$ cat src/rtl/seg_pkg.sv
// seg_pkg: shared slot states, default scanner constants and the digit one-hot helper
package seg_pkg;
  localparam int SEG_DIGITS       = 4;
  localparam int SEG_REFRESH_DIV  = 50000;
  localparam int SEG_BLANK_CYCLES = 16;
  typedef enum logic {BLANK, SHOW} slot_state_t;
  function automatic logic [7:0] onehot(input logic [2:0] idx, input int digits);
    return (int'(idx) < digits) ? (8'd1 << idx) : 8'd0;
  endfunction
endpackage

$ cat src/rtl/seg_lz_mask.sv
// seg_lz_mask: leading-zero suppression mask (ports: value_i nibbles, lz_i enable, mask_o per-digit suppress)
module seg_lz_mask #(
  parameter int DIGITS = 4
) (
  input  logic [4*DIGITS-1:0] value_i,
  input  logic                lz_i,
  output logic [DIGITS-1:0]   mask_o
);
  for (genvar g = 0; g < DIGITS; g++) begin : g_mask
    if (g == 0) begin : g_lsd
      assign mask_o[g] = 1'b0;
    end else begin : g_hi
      assign mask_o[g] = lz_i && ~|value_i[4*DIGITS-1:4*g];
    end
  end
endmodule

$ cat src/rtl/seg_scanner.sv
// seg_scanner: blanked, frame-synchronous multi-digit scan driver (ports: clk/rst, load_i+value_i/hex_mode_i/lz_en_i shadow load, num_o/is_hex_o to decoder, digit_en_o commons, frame_done_o, pending_o)
module seg_scanner
  import seg_pkg::*;
#(
  parameter int DIGITS       = SEG_DIGITS,
  parameter int REFRESH_DIV  = SEG_REFRESH_DIV,
  parameter int BLANK_CYCLES = SEG_BLANK_CYCLES
) (
  input  logic                clk,
  input  logic                rst,
  input  logic                load_i,
  input  logic [4*DIGITS-1:0] value_i,
  input  logic                hex_mode_i,
  input  logic                lz_en_i,
  output logic [3:0]          num_o,
  output logic                is_hex_o,
  output logic [DIGITS-1:0]   digit_en_o,
  output logic                frame_done_o,
  output logic                pending_o
);
  localparam int CMAX = (REFRESH_DIV > BLANK_CYCLES) ? REFRESH_DIV : BLANK_CYCLES;
  localparam int CW   = $clog2(CMAX + 1);
  localparam int IW   = $clog2(DIGITS);
  slot_state_t         state_q, state_d;
  logic [CW-1:0]       cnt_q, cnt_d;
  logic [IW-1:0]       idx_q, idx_d;
  logic [4*DIGITS-1:0] act_val_q, act_val_d, sh_val_q;
  logic                act_hex_q, act_hex_d, act_lz_q, act_lz_d, sh_hex_q, sh_lz_q;
  logic                pending_q, pending_d;
  logic [3:0]          num_q, num_d;
  logic                is_hex_q, is_hex_d, fd_q, fd_d;
  logic [DIGITS-1:0]   en_q, en_d, mask;
  logic [7:0]          oh;
  logic                last_blank, last_show, commit, take_in, take_sh;
  always_comb begin
    last_blank = (state_q == BLANK) && (cnt_q == CW'(BLANK_CYCLES - 1));
    last_show  = (state_q == SHOW) && (cnt_q == CW'(REFRESH_DIV - 1));
    commit     = last_show && (idx_q == IW'(DIGITS - 1));
    take_in    = commit && load_i;
    take_sh    = commit && pending_q;
    state_d    = last_blank ? SHOW : last_show ? BLANK : state_q;
    cnt_d      = (last_blank || last_show) ? '0 : cnt_q + 1'b1;
    idx_d      = !last_show ? idx_q : (idx_q == IW'(DIGITS - 1)) ? '0 : idx_q + 1'b1;
    act_val_d  = take_in ? value_i    : take_sh ? sh_val_q : act_val_q;
    act_hex_d  = take_in ? hex_mode_i : take_sh ? sh_hex_q : act_hex_q;
    act_lz_d   = take_in ? lz_en_i    : take_sh ? sh_lz_q  : act_lz_q;
    pending_d  = commit ? 1'b0 : (pending_q | load_i);
  end
  seg_lz_mask #(.DIGITS(DIGITS)) u_lz (
    .value_i(act_val_d),
    .lz_i   (act_lz_d),
    .mask_o (mask)
  );
  // Outputs are derived from next-state values so the registered copies line up with the state they describe.
  always_comb begin
    oh       = onehot(3'(idx_d), DIGITS);
    num_d    = act_val_d[4*idx_d +: 4];
    is_hex_d = act_hex_d;
    en_d     = (state_d == SHOW) ? (oh[DIGITS-1:0] & ~mask) : '0;
    fd_d     = (state_d == SHOW) && (cnt_d == CW'(REFRESH_DIV - 1)) && (idx_d == IW'(DIGITS - 1));
  end
  always_ff @(posedge clk) begin
    if (rst) begin
      state_q   <= BLANK;
      cnt_q     <= '0;
      idx_q     <= '0;
      act_val_q <= '0;
      act_hex_q <= 1'b0;
      act_lz_q  <= 1'b0;
      sh_val_q  <= '0;
      sh_hex_q  <= 1'b0;
      sh_lz_q   <= 1'b0;
      pending_q <= 1'b0;
      num_q     <= '0;
      is_hex_q  <= 1'b0;
      en_q      <= '0;
      fd_q      <= 1'b0;
    end else begin
      state_q   <= state_d;
      cnt_q     <= cnt_d;
      idx_q     <= idx_d;
      act_val_q <= act_val_d;
      act_hex_q <= act_hex_d;
      act_lz_q  <= act_lz_d;
      pending_q <= pending_d;
      num_q     <= num_d;
      is_hex_q  <= is_hex_d;
      en_q      <= en_d;
      fd_q      <= fd_d;
      if (load_i) begin
        sh_val_q <= value_i;
        sh_hex_q <= hex_mode_i;
        sh_lz_q  <= lz_en_i;
      end
    end
  end
  assign num_o        = num_q;
  assign is_hex_o     = is_hex_q;
  assign digit_en_o   = en_q;
  assign frame_done_o = fd_q;
  assign pending_o    = pending_q;
endmodule

$ cat config.mk
export PLATFORM = sky130hd
export DESIGN_NAME = seg_scanner
export DESIGN_NICKNAME = d
export VERILOG_FILES = /design/src/rtl/seg_pkg.sv /design/src/rtl/seg_lz_mask.sv /design/src/rtl/seg_scanner.sv
export SDC_FILE = /design/constraint.sdc
export NUM_CORES = 1
export LEC_CHECK = 0
export ABC_AREA = 1
export CORE_MARGIN = 10
export CORE_UTILIZATION = 60
export CTS_CLUSTER_SIZE = 28
export DETAILED_ROUTE_END_ITERATION = 6
export HOLD_SLACK_MARGIN = 0.12
export PLACE_DENSITY = 0.85
export SLEW_MARGIN = 20
export SYNTH_ARGS = -nofsm -noshare
export SYNTH_HDL_FRONTEND = slang
export SYNTH_SLANG_ARGS = --single-unit
$ cat constraint.sdc
create_clock -name clk -period 5.1 [get_ports clk]
set_input_delay 1.02 -clock clk [delete_from_list [all_inputs] [get_ports clk]]
set_output_delay 1.02 -clock clk [all_outputs]
set_load 0.05 [all_outputs]
* Yosys cells after proc, flatten, opt, wreduce, memory -nomap -nowiden *
Index checks and enable logic that the tools add are counted.

operators by class
  shift-type cells = 2
  equality and inequality tests = 5
  mux-type cells = 11
  reduce and logical (&&, ||, !) cells = 20
  bitwise logic cells = 5
  add/subtract/negate cells = 2

operators with widths
  operator                                         count
  two-way mux 16 bit                               3
  == test 16 bit, second input constant            2
  adder 16 x 1 -> 16 bit, second input constant    1
  == test 16 x 4 -> 1 bit, second input constant   1
  indexed part select 16 x 5 -> 4 bit              1
  OR reduction 12 bit                              1
  logical AND 1 bit                                10
  OR reduction 8 bit                               1
  two-way mux 1 bit                                6
  bitwise AND 4 bit                                1
  == test 2 bit, second input constant             2
  two-way mux 2 bit                                2
  inverter 4 bit                                   1
  OR reduction 2 bit                               2
  OR reduction 4 bit                               1
  << shifter 1 x 2 -> 4 bit, first input constant  1
  logical NOT 1 bit                                3
  adder 2 x 1 -> 2 bit, second input constant      1
  inverter 1 bit                                   2
  nonzero test 2 bit                               1
  logical OR 1 bit                                 1
  OR 1 bit                                         1

storage, ports and cells
  flip-flop bits (word level) = 65
  bits of input ports = 21
  output and inout port bits = 11
  logic and storage cells = 58

* Longest topological paths before layout *
Gate-level depths: netlist of run 1.

  depth after elaboration = 11
  gate-level depth with buffers = 16

* Cells and area by module *
Synthesis of run 1 repeated with hierarchy kept, for this count alone.

second synthesis, totals
  cell total of the unflattened synthesis = 468
  area, all modules = 3,319.4 sq um

modules (own cells, without submodules)
  module       seq. area each (sq um)  cells each  instances  area each (sq um)
  seg_scanner  1,301.2                 454         1          3,255.6
  seg_lz_mask  0.0                     14          1          63.8

* Worst setup path before layout of run 1 *
Ideal clock, no wire load.

  path kind = reg-to-reg
  start point = register cnt_q[0]
  end point = register en_q[1], in the netlist digit_en_o[1]
  slack = 2.994 ns
  path buffers = 1
  stages on the path, launching flop included = 16
  required time = 4.991 ns
  library setup time = 0.109 ns
  arrival time = 1.997 ns
  cells stage by stage = dfxtp_1 -> ha_1 -> nand3_2 -> inv_1 -> nand3_1 -> nor2_2 -> nand4_2 -> buf_6 -> nand2_1 -> nand3_1 -> nand2_1 -> nand3_1 -> nor2_2 -> nand3_1 -> nand2_1 -> inv_1

on the way
  cells in the longest elaborated chain, start to end = 11
  elaborated cells between the ends (all ways) = 22

RTL lines
  what                              RTL line           source
  from (decl)                       seg_scanner.sv:25  logic [CW-1:0] cnt_q, cnt_d;
  from (signal assigned)            seg_scanner.sv:80  cnt_q <= cnt_d;
  == test 16 bit                    seg_scanner.sv:37  last_show = (state_q == SHOW) && (cnt_q == CW'(REFRESH_DIV - 1));
  logical AND 1 bit                 seg_scanner.sv:37
  logical AND 1 bit                 seg_scanner.sv:38  commit = last_show && (idx_q == IW'(DIGITS - 1));
  logical AND 1 bit                 seg_scanner.sv:40  take_sh = commit && pending_q;
  two-way mux 16 bit (2 in series)  seg_scanner.sv:44  act_val_d = take_in ? value_i : take_sh ? sh_val_q : act_val_q;
  OR reduction 12 bit               seg_lz_mask.sv:13  assign mask_o[g] = lz_i && ~|value_i[4*DIGITS-1:4*g];
  logical NOT 1 bit                 seg_lz_mask.sv:13
  logical AND 1 bit                 seg_lz_mask.sv:13
  inverter 4 bit                    seg_scanner.sv:59  en_d = (state_d == SHOW) ? (oh[DIGITS-1:0] & ~mask) : '0;
  bitwise AND 4 bit                 seg_scanner.sv:59
  to (signal assigned)              seg_scanner.sv:88  en_q <= en_d;
  to (decl)                         seg_scanner.sv:32  logic [DIGITS-1:0] en_q, en_d, mask;

Several ways; a longest one is shown, not always the timed one.
A chain may end at the register's enable or synchronous reset.

* Final worst setup path of run 1 *
  start point = input port load_i
  end point = register is_hex_q, in the netlist is_hex_o

on the way
  cells in the longest elaborated chain, start to end = 2
  elaborated cells between the ends (all ways) = 3

RTL lines
  what                                                            RTL line           source
  from (decl)                                                     seg_scanner.sv:11  input logic load_i,
  logical AND 1 bit *                                             seg_scanner.sv:39  take_in = commit && load_i;
  two-way mux 1 bit / nonzero test 2 bit (equally long branches)  n/a
  to (signal assigned)                                            seg_scanner.sv:87  is_hex_q <= is_hex_d;
  to (decl)                                                       seg_scanner.sv:31  logic is_hex_q, is_hex_d, fd_q, fd_d;

Mark *: on every way between the ends. The rest lies on a longest branch, timed or not.

==> results of run 1 <==
==> power breakdown <==
group	switching (mW)	total (mW)	internal [mW]
clock network	0.202	0.526	0.324
registers	0.00991	0.530	0.520
logic	0.0296	0.0527	0.0231
total	0.241	1.11	0.867
==> flip-flops by register name, indices dropped and copies added, names as in the netlist, 2 cells and up <==
name and flops:
digit_en_o 4, num_o 4, act_val_q 16, sh_val_q 16
cnt_q 16, idx_q 2
==> logic make-up after synthesis <==
| family | synth area share, % |
|---|---|
| and+or+nand+nor | 39.6 |
| DFF | 42.8 |
| xor gates and xnor gates | 2.30 |
| buffers and inverters | 6.78 |
| AOI/OAI and AO/OA | 7.77 |
| adders and majority gates | 0.822 |
==> how the worst max path moves through the flow <==
stage / cells after the start / to / start / slack (ns)
detailed placement: 5 / is_hex_o$_SDFFE_PP0P_ / load_i / 1.84
CTS: 1 / pending_o / pending_o$_SDFF_PP0_ / 2.11
floorplan: 15 / digit_en_o[1]$_SDFF_PP0_ / cnt_q[0]$_SDFF_PP0_ / 2.99
finish: 5 / is_hex_o$_SDFFE_PP0P_ / load_i / 2.08
global route: 5 / is_hex_o$_SDFFE_PP0P_ / load_i / 1.96
global placement: 5 / is_hex_o$_SDFFE_PP0P_ / load_i / 1.96
==> cells in the mapped netlist, types with 2 or more instances <==
master / number / area share [%]
a21oi_1: 9 / 1.5
buf_2: 3 / 0.49
buf_6: 2 / 0.74
clkbuf_1: 9 / 1.1
dfxtp_1: 65 / 43
ha_1: 2 / 0.82
inv_1: 32 / 3.9
inv_2: 2 / 0.25
nand2_1: 88 / 11
nand2_2: 2 / 0.41
nand3_1: 47 / 7.7
nand4_1: 11 / 2.3
nor2_1: 93 / 11
nor2_2: 4 / 0.82
nor3_1: 10 / 1.6
o21ai_0: 30 / 4.9
o21ai_1: 3 / 0.49
or2_1: 4 / 0.82
or2_2: 3 / 0.62
xor2_1: 7 / 2.0
==> worst max-delay path, cell delays in order <==
cell	delay (ns)
clkdlybuf4s50_1	0.88
clkinv_1	0.63
o21ai_0	0.48
a32o_1	0.20
inv_1	0.04
==> per-stage QoR <==
| step | hold WS, ns | setup WS [ns] | total power [mW] |
|---|---|---|---|
| after floorplan | 0.430 | 2.99 | 0.565 |
| after global placement | 0.449 | 1.96 | 0.591 |
| after detailed placement | 0.452 | 1.84 | 0.592 |
| after CTS | 0.460 | 2.11 | 1.12 |
| after global routing | 0.491 | 1.96 | 1.14 |
| final | 0.457 | 2.08 | 1.11 |
==> area by class of cell <==
class                           count  area (um^2)  area share [%]
Multi-Input combinational cell    324         1540            42.5
Sequential cell                    65         1300            36.0
Timing Repair Buffer               32          318            8.80
Inverter                           35          131            3.64
Clock buffer                        9          124            3.43
Clock inverter                      7          119            3.29
Tap cell                           67         83.8            2.32
==> metal layers <==
metal	vias up	GRT usage (%)	wire length, um
met2	127	29.4	3460
met4	0	11.1	298
li1	1469	-	-
met3	29	5.76	479
met1	1315	22.5	3460
met5	-	0	0
==> results.py, run 1 <==
metrics = {
    "outcome": {
        "status": "completed",
    },
    "sta": {
        "fin_worst_skew_ns": 0.00567,
        "max_freq_ghz": 0.331,
        "setup-tns-final_ns": 0,
        "drv_slew": 0,
        "post-route-period-util_pct": 59.2,
        "period_minus_slack_ns": 3.02,
        "relSlewSlack_pct": 56.7,
        "rsz0062_at_grt": "no",
        "setup-violations-final": 0,
        "tightest_slew_ns": 0.647,
        "hold_viol": 0,
    },
    "logic_synthesis": {
        "avgSynthCellArea_um2": 6.93,
        "syn-cell-area_um2": 3040,
        "synth_edf_count": 0,
        "ys_seq_area_share_pct": 42.8,
        "synth-seq-cells": 65,
        "synth_cells": 439,
        "yosysWarnings": 0,
        "synth_nets": 462,
        "synth.distinct_cells": 33,
        "synth_ff_type": "dfxtp_1",
        "postSynth.asyncResetShare_pct": 0,
    },
    "routing": {
        "postRouteAntennaNets": 0,
        "viasPerCell": 5.45,
        "drc": 0,
        "num_vias": 2940,
        "dr.pass1.iters": 5,
        "first_iter_violations": 219,
        "routed_wl_mm": 7.70,
        "post_drt_wl_per_cell_um": 14.3,
    },
    "place": {
        "post-dp-hpwl_mm": 5.30,
        "port-buffer-count": 31,
        "place_inst": 523,
        "dpl_cell_area_um2": 3370,
        "gp_congestion": 0.912,
    },
    "setup_path": {
        "start_kind": "primary input",
        "r2r_slack_ns": 2.30,
        "crit_path_max_fanout": 20,
        "arrival_ns": 3.26,
        "crit_type": "in2reg",
        "critical_path_required_ns": 5.34,
        "r2r-end": "digit_en_o[1]$_SDFF_PP0_",
        "rr_startpoint": "cnt_q[0]$_SDFF_PP0_",
        "worst_setup_path_end_kind": "flop",
        "r2r_cells": 14,
    },
    "finish": {
        "antenna_cells": 0,
        "nFillCells": 405,
        "synthToLayoutAreaGrowth_pct": 18.7,
        "final_cells": 539,
        "final_common_cell": "nor2_1",
        "layout_common_cells": "nor2_1, nand2_1, dfxtp_1, nand3_1, inv_1",
        "fin_nets": 490,
        "final_layout_size_suffix_gt1_share_pct": 7.42,
        "fin_area_um2": 3610,
        "finish.utilization_pct": 75.0,
    },
    "global_route": {
        "grt_pass1_vias": 2817,
        "grt_max_degree": 35,
        "grt_overflow_total": 0,
        "antenna_found_initial": 0,
        "grt_use_total_pct": 18.9,
        "grt_pass1_wl_mm": 13.1,
    },
    "min_path": {
        "hp-class": "reg2reg",
        "hold_start": "sh_lz_q$_SDFFE_PP0P_",
        "min_to": "sh_lz_q$_SDFFE_PP0P_",
        "hold_depth": 2,
    },
    "clock_network": {
        "clock_latency_ns": 0.34,
        "cts_setup_buffers": 0,
        "cts-hold-fix-buffers": 0,
        "path_clk_slew_ns": 0.07,
        "ctsLongestPathBuffers": 2,
        "cts_root_buf": "clkbuf_8",
        "cts_tree": "yes",
        "cts_made_buffers": 9,
        "cts_resized": 0,
        "clkSinkCount": 65,
        "h-tree-depth": 3,
    },
    "floorplanning": {
        "num_rows": 25,
        "pin_count": 32,
        "die_w_um": 91.2,
        "fp.dieH_um": 91.2,
        "start_util_pct": 63.2,
        "coreArea_um2": 4820,
        "die_area_um2": 8320,
    },
    "power": {
        "leakagePower_nw": 1.60,
        "power_density_nw_per_um2": 307,
        "ir_drop_mv": 0.204,
    },
    "flow_run": {
        "cap_viol_max_count": 0,
    },
}
Note: power is estimated with default switching activity, not from simulation.
==> run 2, diff against run 1 <==
- CORE_UTILIZATION: 60 -> 56
- PLACE_DENSITY: 0.85 -> 0.8
- clock period: 5.1 -> 2.85 ns (I/O delays scaled with it)
==> results.py, run 2 (synthesis results as in run 1) <==
metrics = {
    "setup_path": {
        "r2r_slack_ns": 0.25,
        "r2r-end": "digit_en_o[1]$_SDFF_PP0_",
        "slowest_delay_ns": 0.42,
        "slowest_stage": "dfxtp_1",
        "worst_setup_path_end_kind": "flop",
        "crit_chain": "ha_1, nand3_2, nor2_2, nand3_4, nor2_8, nand2_4, or2_2, nand2_1, nand2_1, nor2_1, nand3_1, nand2_1, inv_1",
        "r2r_cells": 13,
        "cpMostUsedCell": "nand2_1",
        "start_kind": "flop",
        "critical_path_required_ns": 3.10,
        "crit_type": "reg2reg",
        "crit_path_max_fanout": 34,
        "rr_startpoint": "cnt_q[0]$_SDFF_PP0_",
        "crit_start": "cnt_q[0]$_SDFF_PP0_",
        "arrival_ns": 2.84,
    },
    "sta": {
        "holdWs_ns": 0.463,
        "drv_slew": 0,
        "tightest_slew_ns": 0.510,
        "relSlewSlack_pct": 65.9,
        "rsz0062_at_grt": "no",
        "max_freq_ghz": 0.385,
        "post-route-period-util_pct": 91.2,
        "setup-violations-final": 0,
        "setup-tns-final_ns": 0,
        "hold_viol": 0,
        "fin_ws_ns": 0.252,
        "fin_worst_skew_ns": 0.00528,
        "period_minus_slack_ns": 2.60,
    },
    "routing": {
        "first_iter_violations": 178,
        "routed_wl_mm": 7.44,
        "drc": 0,
        "dr.pass1.iters": 4,
        "post_drt_wl_per_cell_um": 13.6,
        "num_vias": 2891,
        "postRouteAntennaNets": 0,
        "viasPerCell": 5.29,
    },
    "power": {
        "switchingPower_mw": 0.425,
        "seq_power_share_pct": 51.7,
        "leakagePower_nw": 1.60,
        "sw_frac_of_total_pct": 23.3,
        "p_int_mw": 1.40,
        "ir_drop_mv": 0.315,
        "power_density_nw_per_um2": 506,
        "total_power_mw": 1.83,
        "p_clk_share_pct": 42.8,
        "combPwrFrac_pct": 5.6,
    },
    "clock_network": {
        "cts_setup_buffers": 0,
        "cts_resized": 0,
        "cts_made_buffers": 9,
        "ctsLongestPathBuffers": 2,
        "cts_root_buf": "clkbuf_8",
        "path_clk_slew_ns": 0.07,
        "cts-hold-fix-buffers": 0,
        "clock_latency_ns": 0.34,
        "cts_tree": "yes",
        "clkSinkCount": 65,
        "h-tree-depth": 3,
    },
    "floorplanning": {
        "num_rows": 26,
        "coreArea_um2": 5170,
        "pin_count": 32,
        "fp.dieH_um": 93.7,
        "die_w_um": 93.7,
        "start_util_pct": 58.8,
        "die_area_um2": 8780,
    },
    "finish": {
        "final_common_cell": "nor2_1",
        "layout_common_cells": "nor2_1, nand2_1, dfxtp_1, nand3_1, inv_1",
        "synthToLayoutAreaGrowth_pct": 18.5,
        "antenna_cells": 0,
        "fin_nets": 495,
        "nFillCells": 460,
        "finish.utilization_pct": 69.7,
        "final_layout_size_suffix_gt1_share_pct": 8.18,
        "top_regs": "act_val_q x16, cnt_q x16, sh_val_q x16",
    },
    "global_route": {
        "antenna_found_initial": 0,
        "grt_max_degree": 35,
        "grt_pass1_wl_mm": 12.6,
        "grt_use_total_pct": 17.6,
        "grt_overflow_total": 0,
        "grt_pass1_vias": 2747,
    },
    "min_path": {
        "hold_start": "sh_lz_q$_SDFFE_PP0P_",
        "min_to": "sh_lz_q$_SDFFE_PP0P_",
        "hold_depth": 2,
        "hp-class": "reg2reg",
    },
    "place": {
        "gp_congestion": 0.917,
        "port-buffer-count": 31,
        "pre_cts_ws_ns": 0.292,
        "post-dp-hpwl_mm": 5.40,
    },
    "outcome": {
        "status": "completed",
    },
    "flow_run": {
        "cap_viol_max_count": 0,
    },
}
==> run 2: through the flow <==
stage	instance area [um^2]	cells
after floorplan	3040	439
after global placement	3410	531
after detailed placement	3410	531
after CTS	3610	547
after global routing	3610	547
final	3610	547
==> run 2: routing by layer <==
metal  up-vias  share of wire [%]  wire (um)  track usage [%]
met1      1299                 45       3320             21.2
met2        93                 48       3560             28.7
met5         -                  0          0                0
li1       1487                  -          -                -
met3        12                5.9        437             4.72
met4         0                1.6        122             7.09
==> run 2: how the worst max path moves through the flow <==
stage | endpoint | cells after the start | slack [ns]
floorplan | digit_en_o[1]$_SDFF_PP0_ | 15 | 0.74
global placement | digit_en_o[1]$_SDFF_PP0_ | 13 | 0.36
detailed placement | digit_en_o[1]$_SDFF_PP0_ | 13 | 0.29
CTS | digit_en_o[1]$_SDFF_PP0_ | 13 | 0.26
global route | digit_en_o[1]$_SDFF_PP0_ | 13 | 0.02
finish | digit_en_o[1]$_SDFF_PP0_ | 13 | 0.25
==> run 2: area by class of cell <==
cell class | count | area (um^2) | area share [%]
tap | 70 | 87.6 | 2.43
clock buffer | 11 | 141 | 3.92
inverter | 35 | 131 | 3.64
sequential | 65 | 1300 | 36.1
clock inverter | 5 | 55.1 | 1.53
multi-input combinational | 324 | 1540 | 42.6
timing repair buffer | 37 | 355 | 9.85
==> run 2: power by group through the flow <==
stage	Sequential, mW	Clock, mW	Combinational (mW)
2_1_floorplan	0.965	0	0.0456
3_5_place_dp	0.963	0	0.101
5_1_grt	0.945	0.837	0.112
3_3_place_gp	0.963	0	0.0999
4_1_cts	0.943	0.791	0.101
6_report	0.943	0.781	0.102
==> run 2: critical path, delay by kind of cell, from the launching register on <==
family	cells	cell delay [ns]
fa+ha+maj	1	0.27
buf+inv	1	0.03
flops	1	0.42
simple gates	11	1.77
==> run 3, diff against run 2 <==
- CORE_UTILIZATION: 56 -> 57
- CTS_BUF_LIST: not set -> sky130_fd_sc_hd__clkbuf_16
- PLACE_DENSITY: 0.8 -> 0.81
- SYNTH_HIERARCHICAL: not set -> 1
==> results.py, run 3 <==
metrics = {
    "outcome": {
        "status": "completed",
    },
    "logic_synthesis": {
        "synth_nets": 487,
        "syn-cell-area_um2": 3300,
        "avgSynthCellArea_um2": 7.12,
        "synth_cells": 464,
        "yosysWarnings": 6,
    },
    "global_route": {
        "grt_use_total_pct": 19.0,
        "grt_pass1_vias": 3119,
        "grt_pass1_wl_mm": 13.9,
        "grt_overflow_total": 0,
        "grt_max_degree": 39,
        "antenna_found_initial": 0,
    },
    "finish": {
        "fin_nets": 513,
        "top_regs": "act_val_q x16, cnt_q x16, sh_val_q x16",
        "synthToLayoutAreaGrowth_pct": 18.4,
        "nFillCells": 473,
        "regArea_um2": 1300,
        "antenna_cells": 0,
        "final_common_cell": "nand2_1",
        "layout_common_cells": "nand2_1, nor2_1, dfxtp_1, inv_1, nand3_1",
        "fin_area_um2": 3910,
        "final_cells": 566,
        "multi_input_area_um2": 1640,
        "final_layout_size_suffix_gt1_share_pct": 9.51,
    },
    "floorplanning": {
        "coreArea_um2": 5570,
        "die_area_um2": 9240,
        "pin_count": 32,
        "start_util_pct": 59.3,
        "die_w_um": 96.1,
        "num_rows": 27,
        "fp.dieH_um": 96.1,
    },
    "place": {
        "dpl_cell_area_um2": 3630,
        "post-dp-hpwl_mm": 5.82,
        "place_inst": 551,
        "gp_congestion": 0.950,
        "port-buffer-count": 31,
    },
    "setup_path": {
        "critical_path_required_ns": 3.05,
        "worst_setup_path_end_kind": "flop",
        "crit_family": "simple AND/OR/NAND/NOR gates",
        "crit_type": "reg2reg",
        "slowest_stage": "nand3_2",
        "crit_chain": "ha_1, nand3_4, clkinv_4, nand3_4, nor2_8, nand3_2, nand2_1, nand3_1, nand2_1, inv_1, nor2_1, nand2_1, nor3_2, nor4_1",
        "slowest_delay_ns": 0.38,
        "arrival_ns": 2.77,
        "cp_num_buf_inv": 2,
        "crit_path_max_fanout": 20,
        "start_kind": "flop",
        "cpMostUsedCell": "nand2_1",
    },
    "sta": {
        "fin_worst_skew_ns": 0.00717,
        "relSlewSlack_pct": 65.9,
        "rsz0062_at_grt": "no",
        "drv_slew": 0,
        "post-route-period-util_pct": 90.2,
        "period_minus_slack_ns": 2.57,
        "setup-tns-final_ns": 0,
        "hold_viol": 0,
        "max_freq_ghz": 0.389,
        "tightest_slew_ns": 0.510,
        "setup-violations-final": 0,
        "holdWs_ns": 0.465,
    },
    "clock_network": {
        "clkSinkCount": 65,
        "cts_setup_buffers": 0,
        "cts-hold-fix-buffers": 0,
        "clock_latency_ns": 0.33,
        "cts_tree": "yes",
        "cts_resized": 0,
        "cts_root_buf": "clkbuf_16",
        "ctsLongestPathBuffers": 2,
        "h-tree-depth": 3,
        "cts_made_buffers": 9,
        "path_clk_slew_ns": 0.05,
    },
    "routing": {
        "routed_wl_mm": 8.32,
        "post_drt_wl_per_cell_um": 14.7,
        "dr.pass1.iters": 5,
        "postRouteAntennaNets": 0,
        "first_iter_violations": 197,
        "drc": 0,
        "viasPerCell": 5.60,
        "num_vias": 3168,
    },
    "flow_run": {
        "cap_viol_max_count": 0,
    },
    "power": {
        "leakagePower_nw": 1.82,
        "power_density_nw_per_um2": 534,
        "ir_drop_mv": 0.461,
    },
    "min_path": {
        "hp-class": "reg2reg",
    },
}
[run 3: cell count changes in the layout (fill, tap and decap cells not counted), moves of 5 or more]
cell       before  now
a21oi_1         9   20
clkbuf_16       0    9
clkbuf_8       10    0
inv_1          32   58
nand2_1        88   83
nand4_1        11   20
nor2_1         93   65
o21ai_0        30   20
[run 3: worst paths after layout]
check,slack [ns],cells after the start,startpoint,end
setup / recovery,0.28,14,cnt_q[0]$_SDFF_PP0_,digit_en_o[1]$_SDFF_PP0_
hold / removal,0.47,2,sh_hex_q$_SDFFE_PP0P_,sh_hex_q$_SDFFE_PP0P_
setup reg to reg,0.28,14,cnt_q[0]$_SDFF_PP0_,digit_en_o[1]$_SDFF_PP0_
hold reg to reg,0.47,2,sh_hex_q$_SDFFE_PP0P_,sh_hex_q$_SDFFE_PP0P_
[run 3: worst reg2reg max path, cell delays in order, from the launching register on]
cell      delay (ns)
dfxtp_1         0.37
ha_1            0.28
nand3_4         0.13
clkinv_4        0.09
nand3_4         0.08
nor2_8          0.23
nand3_2         0.39
nand2_1         0.16
nand3_1         0.09
nand2_1         0.13
inv_1           0.06
nor2_1          0.11
nand2_1         0.10
nor3_2          0.17
nor4_1          0.07
[run 3: final cells by class]
type	instances	area share, %
Inverter	61	6.14
Sequential cell	65	33.3
Clock buffer	9	5.76
Timing Repair Buffer	38	9.28
Tap cell	72	2.30
Clock inverter	6	1.31
Multi-Input combinational cell	315	41.9
[run 3: per-layer routing]
metal,GRT usage [%],wire length [um],vias to the layer above
li1,-,-,1547
met1,22.1,3440,1464
met2,31.5,4060,136
met3,4.20,594,21
met4,10.9,215,0
met5,0,0,-
[run 3: power breakdown]
part / leakage [nW] / internal, mW / switching [mW]
Sequential: 0.529 / 0.932 / 0.0159
Clock: 0.141 / 0.659 / 0.383
Combinational: 1.15 / 0.0455 / 0.0545
[run 3: per-stage QoR]
| step | power, mW | setup slack [ns] | util (%) |
|---|---|---|---|
| after floorplan | 1.02 | 0.770 | - |
| after global placement | 1.06 | 0.417 | 65.2 |
| after detailed placement | 1.07 | 0.309 | 65.2 |
| after CTS | 2.09 | 0.282 | 70.2 |
| after global routing | 2.15 | 0.0354 | 70.2 |
| final | 2.09 | 0.280 | 70.2 |
